File: src/rtl/rfsb_pkg.sv
// Shared definitions for the register-file scoreboard: condition-code
// encodings and the helper that derives N/Z/P from writeback data.
package rfsb_pkg;

   localparam logic [2:0] CC_N     = 3'b100;
   localparam logic [2:0] CC_Z     = 3'b010;
   localparam logic [2:0] CC_P     = 3'b001;
   localparam logic [2:0] CC_RESET = CC_Z;

   // Sign bit and all-zero flag are enough to classify a signed value.
   function automatic logic [2:0] cc_from_sign(input logic is_neg, input logic is_zero);
      if (is_neg)
         return CC_N;
      else if (is_zero)
         return CC_Z;
      else
         return CC_P;
   endfunction

endpackage

File: src/rtl/pend_counter.sv
// Per-register count of in-flight writes. Decrement saturates at zero and
// reports the attempt through 'underflow'.
module pend_counter #(
   parameter int PEND_WIDTH = 2
) (
   input  logic                  I_CLOCK,
   input  logic                  I_RESET,
   input  logic                  inc,
   input  logic                  dec,
   output logic [PEND_WIDTH-1:0] count,
   output logic                  zero,
   output logic                  one,
   output logic                  sat,
   output logic                  underflow
);

   localparam logic [PEND_WIDTH-1:0] COUNT_MAX = '1;
   localparam logic [PEND_WIDTH-1:0] COUNT_ONE = PEND_WIDTH'(1);

   logic dec_ok;

   assign zero      = (count == '0);
   assign one       = (count == COUNT_ONE);
   assign sat       = (count == COUNT_MAX);
   assign dec_ok    = dec & ~zero;
   assign underflow = dec & zero;

   // An issue and a retiring writeback in the same cycle cancel out.
   always_ff @(posedge I_CLOCK) begin
      if (I_RESET)
         count <= '0;
      else if (inc && !dec_ok)
         count <= count + 1'b1;
      else if (!inc && dec_ok)
         count <= count - 1'b1;
   end

endmodule

File: src/rtl/regfile_scoreboard.sv
// Decode-stage register file with per-register pending-write counters and
// N/Z/P condition code. Define RFSB_BYPASS_EN to forward writeback data.
module regfile_scoreboard
   import rfsb_pkg::*;
#(
   parameter  int NUM_REGS   = 16,
   parameter  int REG_WIDTH  = 16,
   parameter  int PEND_WIDTH = 2,
   localparam int IDX_W      = $clog2(NUM_REGS)
) (
   input  logic                 I_CLOCK,
   input  logic                 I_RESET,
   input  logic                 I_IssueValid,
   input  logic                 I_Src1Used,
   input  logic                 I_Src2Used,
   input  logic [IDX_W-1:0]     I_Src1Idx,
   input  logic [IDX_W-1:0]     I_Src2Idx,
   input  logic                 I_DestUsed,
   input  logic [IDX_W-1:0]     I_DestIdx,
   input  logic                 I_WbEnable,
   input  logic [IDX_W-1:0]     I_WbIdx,
   input  logic [REG_WIDTH-1:0] I_WbData,
   output logic                 O_Issue,
   output logic                 O_DepStall,
   output logic [REG_WIDTH-1:0] O_Src1Value,
   output logic [REG_WIDTH-1:0] O_Src2Value,
   output logic [2:0]           O_CondCode,
   output logic                 O_WbUnderflow
);

   logic [REG_WIDTH-1:0] rf [NUM_REGS];

   logic [NUM_REGS-1:0][PEND_WIDTH-1:0] pend_count;
   logic [NUM_REGS-1:0] pend_inc, pend_dec;
   logic [NUM_REGS-1:0] pend_zero, pend_one, pend_sat, pend_uf;

   logic src1_bypass, src2_bypass;
   logic src1_hazard, src2_hazard, dest_hazard;

   for (genvar r = 0; r < NUM_REGS; r++) begin : g_pend
      assign pend_inc[r] = O_Issue & I_DestUsed & (I_DestIdx == IDX_W'(r));
      assign pend_dec[r] = I_WbEnable & (I_WbIdx == IDX_W'(r));

      pend_counter #(.PEND_WIDTH(PEND_WIDTH)) u_pend (
         .I_CLOCK   (I_CLOCK),
         .I_RESET   (I_RESET),
         .inc       (pend_inc[r]),
         .dec       (pend_dec[r]),
         .count     (pend_count[r]),
         .zero      (pend_zero[r]),
         .one       (pend_one[r]),
         .sat       (pend_sat[r]),
         .underflow (pend_uf[r])
      );
   end

   // Raw counts are kept for hierarchical debug; the 'one' flags are only
   // consumed when forwarding is built in.
   logic unused_pend;
   assign unused_pend = ^{pend_count, pend_one};

   // Issue decision and operand read. Forwarding only applies when the
   // writeback in flight is the last outstanding write to that source.
   always_comb begin
      src1_bypass = 1'b0;
      src2_bypass = 1'b0;
`ifdef RFSB_BYPASS_EN
      src1_bypass = I_WbEnable & (I_WbIdx == I_Src1Idx) & pend_one[I_Src1Idx];
      src2_bypass = I_WbEnable & (I_WbIdx == I_Src2Idx) & pend_one[I_Src2Idx];
`endif
      src1_hazard = I_Src1Used & ~pend_zero[I_Src1Idx] & ~src1_bypass;
      src2_hazard = I_Src2Used & ~pend_zero[I_Src2Idx] & ~src2_bypass;
      dest_hazard = I_DestUsed & pend_sat[I_DestIdx];

      O_Issue     = I_IssueValid & ~src1_hazard & ~src2_hazard & ~dest_hazard;
      O_DepStall  = I_IssueValid & ~O_Issue;
      O_Src1Value = src1_bypass ? I_WbData : rf[I_Src1Idx];
      O_Src2Value = src2_bypass ? I_WbData : rf[I_Src2Idx];
   end

   // Writeback always lands, even without a pending write; that case is
   // flagged as a sticky underflow.
   always_ff @(posedge I_CLOCK) begin
      if (I_RESET) begin
         for (int i = 0; i < NUM_REGS; i++)
            rf[i] <= '0;
         O_CondCode    <= CC_RESET;
         O_WbUnderflow <= 1'b0;
      end else if (I_WbEnable) begin
         rf[I_WbIdx] <= I_WbData;
         O_CondCode  <= cc_from_sign(I_WbData[REG_WIDTH-1], I_WbData == '0);
         if (|pend_uf)
            O_WbUnderflow <= 1'b1;
      end
   end

endmodule

File: config.mk
export PLATFORM = sky130hd
export DESIGN_NAME = regfile_scoreboard
export DESIGN_NICKNAME = d
export VERILOG_FILES = /design/src/rtl/rfsb_pkg.sv /design/src/rtl/pend_counter.sv /design/src/rtl/regfile_scoreboard.sv
export SDC_FILE = /design/constraint.sdc
export NUM_CORES = 1
export LEC_CHECK = 0
export BUFFER_PORTS_ARGS = -buffer_cell sky130_fd_sc_hd__buf_4
export CELL_PAD_IN_SITES_DETAIL_PLACEMENT = 1
export CELL_PAD_IN_SITES_GLOBAL_PLACEMENT = 1
export CORE_MARGIN = 4
export CORE_UTILIZATION = 50
export CTS_CLUSTER_SIZE = 40
export DETAILED_ROUTE_END_ITERATION = 8
export PLACE_DENSITY_LB_ADDON = 0.1
export SLEW_MARGIN = 30
export SYNTH_ARGS = -nofsm -noshare
export SYNTH_HDL_FRONTEND = slang
export SYNTH_HIERARCHICAL = 1
export SYNTH_SLANG_ARGS = --single-unit
File: constraint.sdc
create_clock -name I_CLOCK -period 3.2 [get_ports I_CLOCK]
set_input_delay 0.32 -clock I_CLOCK [delete_from_list [all_inputs] [get_ports I_CLOCK]]
set_output_delay 0.32 -clock I_CLOCK [all_outputs]
set_load 0.02 [all_outputs]
==> results.md <==
Status:
- The flow ran to the end, and the final reports show no timing, DRC or antenna violations.

CTS:
- The number of H-tree levels is 2.
- The clock net in this run drives a total of a little under 300 sinks.
- Clock-pin slew was measured on the worst setup and hold paths at roughly 0.060 ns.
- After clock tree synthesis, the repair step resized 0 gates.
- The root buffer cell chosen for the clock tree is clkbuf_16.
- After clock tree synthesis, the setup repair step added 0 buffers.
- The clock reaches the later pin of the worst-skew pair after 0.53 ns.
- The number of buffers added by the clock tree synthesis step is 35.
- TritonCTS built the clock tree.
- The number of hold-repair buffers added at the cts stage is 0.
- The clock passes through at most 3 buffers.

Setup path:
- For the worst flop-to-flop path, the logic depth is 9.
- STA classifies the critical path endpoint as an output port.
- The capturing point of the worst reg2reg path is g_pend[2].u_pend/count[0]$_SDFFE_PP0P_.
- The launch instance of the worst register-to-register path is g_pend[2].u_pend/count[0]$_SDFFE_PP0P_.
- Of all nets on the critical path, the largest fanout is 7.
- Among all stages on the critical path, the largest delay is contributed by mux4_2.
- In this run the worst setup path begins at g_pend[4].u_pend/count[0]$_SDFFE_PP0P_.
- The worst-case register-to-register setup slack is ~0.37 ns.
- The maximum single-stage delay on the critical path is 0.48 ns.
- The type of the worst setup path is register to output port.
- The family with the most delay on the worst path is compound AO/OA/AOI/OAI gates.
- The critical path depth in cells is 9.
- The worst setup path is launched from a register.
- The data arrival at the endpoint of the critical path is 2.68 ns.
- Walking the worst path, the cells encountered are inv_1, ha_1, mux4_2, o22ai_1, o21ai_1, a21oi_2, buf_4, o21a_1, buf_4.
- The number of buffers and inverters on the critical path is 3.
- The cell with the most instances on the worst path is buf_4.
- The required time reported for the critical path endpoint is about 2.9 ns.
- In this run the worst setup path terminates at O_DepStall.

Pwr:
- The total power draw is about 10 mW.
- The share of total power dissipated in sequential elements is 0.458.
- The combinational fraction of design power is 0.133.
- The internal power of the cells totals around 7.3 mW.
- The switching fraction of total power is 0.248.
- The share of total power dissipated in the clock network is 0.409.
- VDD sags by at most between 400 and 500 uV.
- The net switching power figure is roughly 2.4 mW.
- The total power per unit cell area is roughly 520 nW/um2.
- In this run the static leakage power is 6.77 nW.

Route:
- The initial detailed-routing violation count is approximately 1,200.
- In the routed layout, each cell is associated on average with a via count of roughly 6.3.
- The routed design has 51,200 um of wire.
- The first detailed-routing pass took 5 iterations.
- The remaining number of nets flagged by the antenna check after routing is 0.
- The final route contains 10,600 vias.
- In the final routed layout, each cell accounts on average for about 31 um.
- The residual DRC count is 0.

Die:
- The floorplan step set the die width to 191 um.
- 77 I/O pins were placed.
- The core region is 32,700 um2.
- The die boundary height is between 150 and 200 um.
- The die area is around 36,000 um2.
- The initial utilization of the core area, before any placement, comes to 0.510.
- The row count is 66.

Finish:
- Of the cells placed in the final design, the portion with a size suffix greater than 1 is 0.294.
- Once layout is complete, the utilization of the core stands at 0.575.
- The number of antenna diodes in the final layout is 0.
- The area growth from synthesis to layout is 12.8%.
- The number of nets in the layout is 1,291.

Place:
- The post-placement worst setup slack is approximately 0.36 ns.
- The weighted congestion at the end of routability-driven global placement is around 0.82.
- Detailed placement finished with a half-perimeter wire length of approximately 32,000 um.
- During placement, the flow inserted port buffers numbering 76.

STA:
- The share of the cycle needed by the critical path after routing is 0.939.
- The final hold violation count is 0.
- Derived from the worst setup path, the maximum achievable clock frequency is around 330 MHz.
- Setup repair after global routing left no endpoint under its margin.
- The worst hold-check slack is about 0.17 ns.
- Setup violations remaining at the end of the flow were counted as 0.
- The worst pin sits at a relative slew slack of 0.403.
- The sum of negative setup slack is 0 ns.
- At the pin with the least slew margin, the transition time is a little under 0.9 ns.
- The final number of max-transition violations is 0.
- The post-route clock skew is about 0.014 ns.
- Once routing completed, OpenROAD measured the worst setup slack at around 0.20 ns.
- The post-layout minimum cycle time is between 3 and 4 ns.

Logic synthesis:
- The combined area of all synthesized cells is approximately 17,000 um2.
- The gate count of the mapped netlist is about 1,100.
- Yosys printed 6 warnings.
- The average footprint of a synthesized cell is approximately 15 um2.
- Counting every net in the synthesized netlist gives 1,233.

Job:
- The count of max-cap constraint violations is 0.

GRT:
- The via count of the first global-routing pass is 11,200.
- Across every metal layer, demand over resource in global routing totals 0.286.
- Summed over all layers, the global routing overflow is 0.
- The number of antenna violations at the first check in global routing is 3.
- The pin count of the biggest net entering global routing is 65.
- The global-route wire length before repair is roughly 75,000 um.

Min path:
- The kind of path behind the tightest hold check is input pin to register.
cell type report:
type / instances / area [um2]
clock buffer: 47 / 942
multi-input combinational: 735 / 7760
tap: 442 / 553
sequential: 292 / 8410
inverter: 34 / 128
timing repair buffer: 106 / 833
fill: 3139 / 13900
clock inverter: 12 / 174
flip-flops by register name, indices dropped and copies added, names as in the netlist:
register,flops
g_pend.u_pend/count,32
rf,256
O_WbUnderflow,1
O_CondCode,3
per-stage QoR:
stage | cell area, um2 | cells
after floorplan | 16700 | 1146
after global placement | 17700 | 1609
after detailed placement | 17700 | 1609
after CTS | 18800 | 1668
after global routing | 18800 | 1668
final | 18800 | 1668
tightest hold or removal path, stage by stage:
cell and delay, ns:
buf_4 0.19, a21oi_1 0.09, nor2_1 0.07
routing by layer:
layer / vias to the layer above / routed length [um] / track usage
met5: - / 0 / 0
met4: 0 / 1330 / 0.0762
met3: 92 / 3750 / 0.0449
met2: 484 / 25300 / 0.480
met1: 5547 / 20800 / 0.394
li1: 4432 / - / -
worst min-delay path by stage:
stage / startpoint / to / slack (ns) / cells past startpoint
global route: I_WbEnable / O_CondCode[0]$_SDFFE_PP0P_ / 0.20 / 3
floorplan: I_RESET / g_pend[0].u_pend/count[0]$_SDFFE_PP0P_ / 0.39 / 1
detailed placement: O_CondCode[0]$_SDFFE_PP0P_ / O_CondCode[0]$_SDFFE_PP0P_ / 0.47 / 2
global placement: O_WbUnderflow$_SDFFE_PP0P_ / O_WbUnderflow$_SDFFE_PP0P_ / 0.46 / 2
finish: I_WbEnable / O_WbUnderflow$_SDFFE_PP0P_ / 0.17 / 3
CTS: I_WbEnable / O_CondCode[0]$_SDFFE_PP0P_ / 0.16 / 3
layout by cell type, fill, tap and decap left out, drive strengths merged, types with 4 or more instances in the layout:
cell type and n:
dfxtp 36, xor2 32, buf 106, nor3 8, nand3 8, nand2b 23, mux4 166, nor4 24
nor2 47, edfxtp 256, o31ai 16, nand3b 24, mux2i 14, bufinv 4, inv 36, clkinv 6
ha 48, or2 18, a21oi 4, clkbuf 47, and2 272, nand2 11
power by group through the flow:
stage,Clock (mW),Combinational (mW),Sequential [mW]
2_1_floorplan,0,0.805,4.49
3_3_place_gp,0,1.29,4.51
3_5_place_dp,0,1.30,4.53
4_1_cts,4.02,1.30,4.46
5_1_grt,4.18,1.36,4.48
6_report,3.98,1.30,4.46
Note: power is estimated with default switching activity, not from simulation.
